## src/rtl/lane_serialiser.sv

```systemverilog
// Serialises the active lanes of a SIMT vector op onto a single shared-unit
// request port and writes the in-order responses back to the register file.
module lane_serialiser #(
   parameter int LANES   = 4,
   parameter int DW      = 32,
   parameter int OPW     = 3,
   parameter int DESTW   = 6,
   parameter int MAX_OUT = 2,
   localparam int LW     = (LANES > 1) ? $clog2(LANES) : 1
) (
   input  logic                  clk_i,
   input  logic                  rst_i,
   input  logic                  op_valid_i,
   output logic                  op_ready_o,
   input  logic [LANES-1:0]      op_mask_i,
   input  logic [OPW-1:0]        op_code_i,
   input  logic [DESTW-1:0]      op_dest_i,
   input  logic [LANES*DW-1:0]   op_a_i,
   input  logic [LANES*DW-1:0]   op_b_i,
   output logic                  req_valid_o,
   input  logic                  req_ready_i,
   output logic [DW-1:0]         req_a_o,
   output logic [DW-1:0]         req_b_o,
   output logic [OPW-1:0]        req_op_o,
   output logic [LW-1:0]         req_lane_o,
   input  logic                  rsp_valid_i,
   input  logic [DW-1:0]         rsp_data_i,
   output logic                  wb_valid_o,
   output logic [LW-1:0]         wb_lane_o,
   output logic [DESTW-1:0]      wb_dest_o,
   output logic [DW-1:0]         wb_data_o,
   output logic                  done_o,
   output logic                  busy_o,
   output logic                  err_o
);

   localparam int OW = $clog2(MAX_OUT + 1);
   localparam int PW = (MAX_OUT > 1) ? $clog2(MAX_OUT) : 1;

   typedef enum logic [1:0] {IDLE, ISSUE, DRAIN} state_t;

   state_t               r_state, w_state_nxt;
   logic [LANES-1:0]     r_pending;
   logic [OPW-1:0]       r_code;
   logic [DESTW-1:0]     r_dest;
   logic [LANES*DW-1:0]  r_a, r_b;
   logic [OW-1:0]        r_out;
   logic [LW-1:0]        r_fifo [MAX_OUT];
   logic [PW-1:0]        r_wr_ptr, r_rd_ptr;
   logic                 r_wb_valid;
   logic [LW-1:0]        r_wb_lane;
   logic [DESTW-1:0]     r_wb_dest;
   logic [DW-1:0]        r_wb_data;
   logic                 r_done, r_err;

   logic                 w_accept, w_issue, w_rsp_ok, w_last_rsp;
   logic [LW-1:0]        w_lane;
   logic [LANES-1:0]     w_pending_nxt;

   function automatic logic [PW-1:0] ptr_inc(input logic [PW-1:0] p);
      return (p == PW'(MAX_OUT - 1)) ? '0 : p + 1'b1;
   endfunction

   // Lowest-indexed lane still waiting to issue.
   always_comb begin
      w_lane = '0;
      for (int i = LANES - 1; i >= 0; i--)
         if (r_pending[i]) w_lane = LW'(i);
   end

   assign w_pending_nxt = r_pending & ~(LANES'(1) << w_lane);

   assign op_ready_o  = (r_state == IDLE) && !rst_i;
   assign busy_o      = (r_state != IDLE);
   assign w_accept    = op_valid_i && op_ready_o;
   assign req_valid_o = (r_state == ISSUE) && (r_out != OW'(MAX_OUT));
   assign w_issue     = req_valid_o && req_ready_i;
   assign w_rsp_ok    = rsp_valid_i && (r_out != '0);
   assign w_last_rsp  = w_rsp_ok && (r_state == DRAIN) && (r_out == OW'(1));

   assign req_a_o    = r_a[int'(w_lane)*DW +: DW];
   assign req_b_o    = r_b[int'(w_lane)*DW +: DW];
   assign req_op_o   = r_code;
   assign req_lane_o = w_lane;

   assign wb_valid_o = r_wb_valid;
   assign wb_lane_o  = r_wb_lane;
   assign wb_dest_o  = r_wb_dest;
   assign wb_data_o  = r_wb_data;
   assign done_o     = r_done;
   assign err_o      = r_err;

   // NOTE: every output of an always_comb gets a default first so no path leaves it unassigned (no latch).
   always_comb begin
      w_state_nxt = r_state;
      unique case (r_state)
         IDLE:    if (w_accept && (op_mask_i != '0)) w_state_nxt = ISSUE;
         ISSUE:   if (w_issue && (w_pending_nxt == '0)) w_state_nxt = DRAIN;
         DRAIN:   if (w_last_rsp) w_state_nxt = IDLE;
         default: w_state_nxt = IDLE;
      endcase
   end

   // NOTE: sequential state uses non-blocking assignments so every register samples pre-edge values.
   always_ff @(posedge clk_i) begin
      if (rst_i) begin
         r_state    <= IDLE;
         r_pending  <= '0;
         r_code     <= '0;
         r_dest     <= '0;
         r_a        <= '0;
         r_b        <= '0;
         r_out      <= '0;
         r_wr_ptr   <= '0;
         r_rd_ptr   <= '0;
         r_wb_valid <= 1'b0;
         r_wb_lane  <= '0;
         r_wb_dest  <= '0;
         r_wb_data  <= '0;
         r_done     <= 1'b0;
         r_err      <= 1'b0;
      end else begin
         r_state <= w_state_nxt;
         if (w_accept) begin
            r_pending <= op_mask_i;
            r_code    <= op_code_i;
            r_dest    <= op_dest_i;
            r_a       <= op_a_i;
            r_b       <= op_b_i;
         end else if (w_issue) begin
            r_pending <= w_pending_nxt;
         end
         if (w_issue && !w_rsp_ok)      r_out <= r_out + 1'b1;
         else if (!w_issue && w_rsp_ok) r_out <= r_out - 1'b1;
         if (w_issue)  r_wr_ptr <= ptr_inc(r_wr_ptr);
         if (w_rsp_ok) r_rd_ptr <= ptr_inc(r_rd_ptr);
         r_wb_valid <= w_rsp_ok;
         if (w_rsp_ok) begin
            r_wb_lane <= r_fifo[r_rd_ptr];
            r_wb_dest <= r_dest;
            r_wb_data <= rsp_data_i;
         end
         r_done <= w_last_rsp || (w_accept && (op_mask_i == '0));
         if (rsp_valid_i && (r_out == '0)) r_err <= 1'b1;
      end
   end

   // NOTE: tag storage needs no reset; the pointers and outstanding count define what is valid.
   always_ff @(posedge clk_i) begin
      if (w_issue) r_fifo[r_wr_ptr] <= w_lane;
   end

endmodule

```

## config.mk

```make
export PLATFORM = sky130hd
export DESIGN_NAME = lane_serialiser
export DESIGN_NICKNAME = d
export VERILOG_FILES = /design/src/rtl/lane_serialiser.sv
export SDC_FILE = /design/constraint.sdc
export NUM_CORES = 1
export LEC_CHECK = 0
export CORE_MARGIN = 8
export CORE_UTILIZATION = 42
export DETAILED_ROUTE_END_ITERATION = 8
export PLACE_DENSITY = 0.86
export SETUP_SLACK_MARGIN = 0.4
export SYNTH_ARGS = -nofsm -noshare
export SYNTH_HDL_FRONTEND = slang
export SYNTH_SLANG_ARGS = --single-unit
```

## constraint.sdc

```tcl
create_clock -name clk_i -period 1.9 [get_ports clk_i]
set_input_delay 0.38 -clock clk_i [delete_from_list [all_inputs] [get_ports clk_i]]
set_output_delay 0.38 -clock clk_i [all_outputs]
set_load 0.1 [all_outputs]
```

==> results.yml <==
outcome:
  status: "complete, but fails checks"
  failed_checks: "setup timing"
floorplan:
  rows: 65
  die_h_um: 194
  die_width_um: 194
  ios: 421
  core_area_um2: 31300
  dieArea_um2: 37500
  initial_utilization_pct: 42.4
sta:
  hold_viol_final: 0
  max_freq_mhz: 396
  drv_slew: 0
  slew_headroom_pct: 19.8
  finalWorstSetupSlack_ps: -627
  finalCritPeriodShare_pct: 133
  fin_crit_ps: 2530
  tightest_slew_ps: 1200
  fin_tns_setup_ps: -29530
  hold_ws_ps: 393
  grt_setup_unrepaired: "true"
  setup_viol: 68
  fin_worst_skew_ps: 14.2
place:
  placedCellCount: 2451
  hpwl_um: 34600
  place.gp.congestion: 0.871
  placed_area_um2: 20000
  io_buffers: 420
synth:
  ys_warn_count: 0
  netlist_area_um2: 13300
  netlist_instances: 1711
  synth_top_area_share_pct: 48.0
  syn-mean-instance-area_um2: 7.75
  yosys_register_bits: 322
  ys_top_cells_by_area: "dfxtp_1, nand2_1, o21ai_0, a21oi_1, o31ai_1"
  yosys.area.top_type: "dfxtp_1"
  syn_nets: 2021
  synth-async-reset-ratio_pct: 0
  ys_types: 38
  synth_edf_count: 4
  ys_seq_area_share_pct: 48.9
  synth_flop_cell: "dfxtp_1"
  synth_common_cells: "nand2_1, dfxtp_1, o21ai_0"
  yosysMostFrequentCell: "nand2_1"
cts:
  clkTransAtPathRegs_ps: 60
  clock_sinks: 322
  cts_tree: "built"
  clk_latency_ps: 530
  root_buffer: "clkbuf_16"
  clockBufferDepth: 3
  h-tree-depth: 2
  hold_buffers: 0
  numCtsBuffers: 37
global_routing:
  overflow: 0
  grt_pass1_vias: 14577
  grt_first_pass_wirelength_um: 81000
  grt_antenna_before_repair: 8
  grt_max_degree: 57
  grt.total_usage_pct: 26.5
power:
  total_power_uw: 27100
  power_leakage_uw: 0.00994
  p_per_area_nw_per_um2: 1070
  pwr-share-clk_pct: 28.0
  comb_power_share_pct: 42.0
  p_sw_uw: 10500
  internal-power_uw: 16600
  switching_share_pct: 38.7
  vdd_ir_drop_max_mv: 1.05
  power_frac_seq_pct: 29.9
routing:
  drc_errors: 0
  viasPerCell: 6.11
  vias: 16133
  drt_iter0_markers: 1656
  ant_nets: 0
  wl_um: 70200
  wl_per_cell_um: 26.6
  dr.pass1.iters: 6
min_path:
  min_path_type: "in2reg"
  min_path_cells: 3
layout:
  drive_above_1_share_pct: 32.6
  syn_to_final_growth_pct: 90.8
  stdcell_count: 2642
  fillerInstances: 1432
  finish.net_count: 2515
  finalInstanceArea_um2: 25300
critical_path:
  critPathLaunchType: "register"
  crit_fanout: 13
  reg2regPathDepth: 8
  critPathRequiredTime_ps: 1520
  worstPathArrival_ps: 2150
  endpoint_kind: "primary output"
  crit_type: "reg2out"
run:
  maxCapViolations: 0
-- per-stage QoR --
stage	setup WS, ps	util [%]
6_report	-627	80.8
5_1_grt	-659	80.8
4_1_cts	-514	70.6
3_5_place_dp	-97.8	63.7
3_3_place_gp	-102	63.7
2_1_floorplan	-186	-
-- sequential cells by signal, indices dropped and copies added, names as in the netlist --
signal and count:
r_b 128, r_state 2, req_op_o 3, done_o 1
r_out 2, r_dest 6, wb_dest_o 6, r_pending 4
wb_valid_o 1, wb_lane_o 2, r_a 128, r_rd_ptr 1
r_wr_ptr 1, r_fifo 4, wb_data_o 32, err_o 1
-- layout make-up --
type	count	area [um2]	area share, %
multi-input cells	1166	8490	33.6
clock buffers	58	1140	4.49
diodes	6	15.0	0.0593
inverters	70	273	1.08
clock inverters	10	134	0.529
flip-flops and latches	322	6520	25.8
repair buffers	608	8230	32.5
well taps	402	503	1.99
-- layer usage --
layer  share of wire (%)  wire, um  GRT usage (%)
met5               0.026        18              0
met4                 6.7      4720           11.8
met3                  10      7180           8.02
met2                  49     34200           44.8
met1                  34     24100           30.5
-- placed cells by master, fill, tap and decap left out, types with 31 or more instances in the layout --
cell type | synthesis | final
nand2_1 | 578 | 462
clkdlybuf4s50_1 | 0 | 304
dfxtp_1 | 318 | 302
buf_12 | 0 | 129
o21ai_0 | 234 | 109
a21oi_1 | 108 | 106
nand2_4 | 0 | 81
clkbuf_16 | 0 | 80
o21ai_2 | 0 | 79
inv_1 | 69 | 64
buf_4 | 30 | 54
buf_6 | 0 | 50
o21ai_1 | 0 | 45
nand2_2 | 0 | 35
o31ai_1 | 64 | 33
a22o_4 | 0 | 33
o32ai_4 | 0 | 31
-- cells by family (layout without fill, tap and decap cells) --
| family | count (synthesis) | count (layout) | synth area share [%] |
|---|---|---|---|
| DFF | 322 | 322 | 48.9 |
| xor gates and xnor gates | 4 | 4 | 0.264 |
| AOI/OAI and AO/OA | 512 | 512 | 23.5 |
| muxes | 6 | 6 | 0.462 |
| and+or+nand+nor | 640 | 640 | 19.2 |
| buffers and inverters | 223 | 746 | 7.32 |
| other | 0 | 6 | 0 |
| adders and majority gates | 4 | 4 | 0.377 |
-- worst paths after layout --
check | startpoint | end | slack [ps]
worst max-delay path | r_pending[1]$_SDFFE_PP0P_ | req_b_o[19] | -630
worst min-delay path | rsp_data_i[11] | wb_data_o[11]$_SDFFE_PP0P_ | 390
worst max register to register | r_state[1]$_SDFFE_PP0P_ | r_b[40]$_SDFFE_PP0P_ | -60
worst min register to register | r_b[95]$_SDFFE_PP0P_ | r_b[95]$_SDFFE_PP0P_ | 450
-- critical path: stages (launching register included) --
cell and delay, ps:
dfxtp_4 430, buf_12 160, buf_12 160, nor2b_1 450
o32ai_4 210, buf_12 200
-- power groups by stage --
| stage | clock network (uW) | logic, uW | registers [uW] |
|---|---|---|---|
| 2_1_floorplan | 0 | 5090 | 9130 |
| 3_3_place_gp | 0 | 9060 | 8030 |
| 3_5_place_dp | 0 | 9190 | 8070 |
| 4_1_cts | 7470 | 9720 | 7990 |
| 5_1_grt | 7850 | 11700 | 8140 |
| 6_report | 7580 | 11400 | 8100 |
-- timing repair --
item | CTS | global route
setup endpoints to repair | 132 | 414
buffers inserted | 17 | 35
hold endpoints to repair | 0 | 0
pin swaps | 32 | 138
resized for setup | 145 | 470
gates cloned | 6 | 59
No activity file was read; power rests on OpenSTA's default activity.
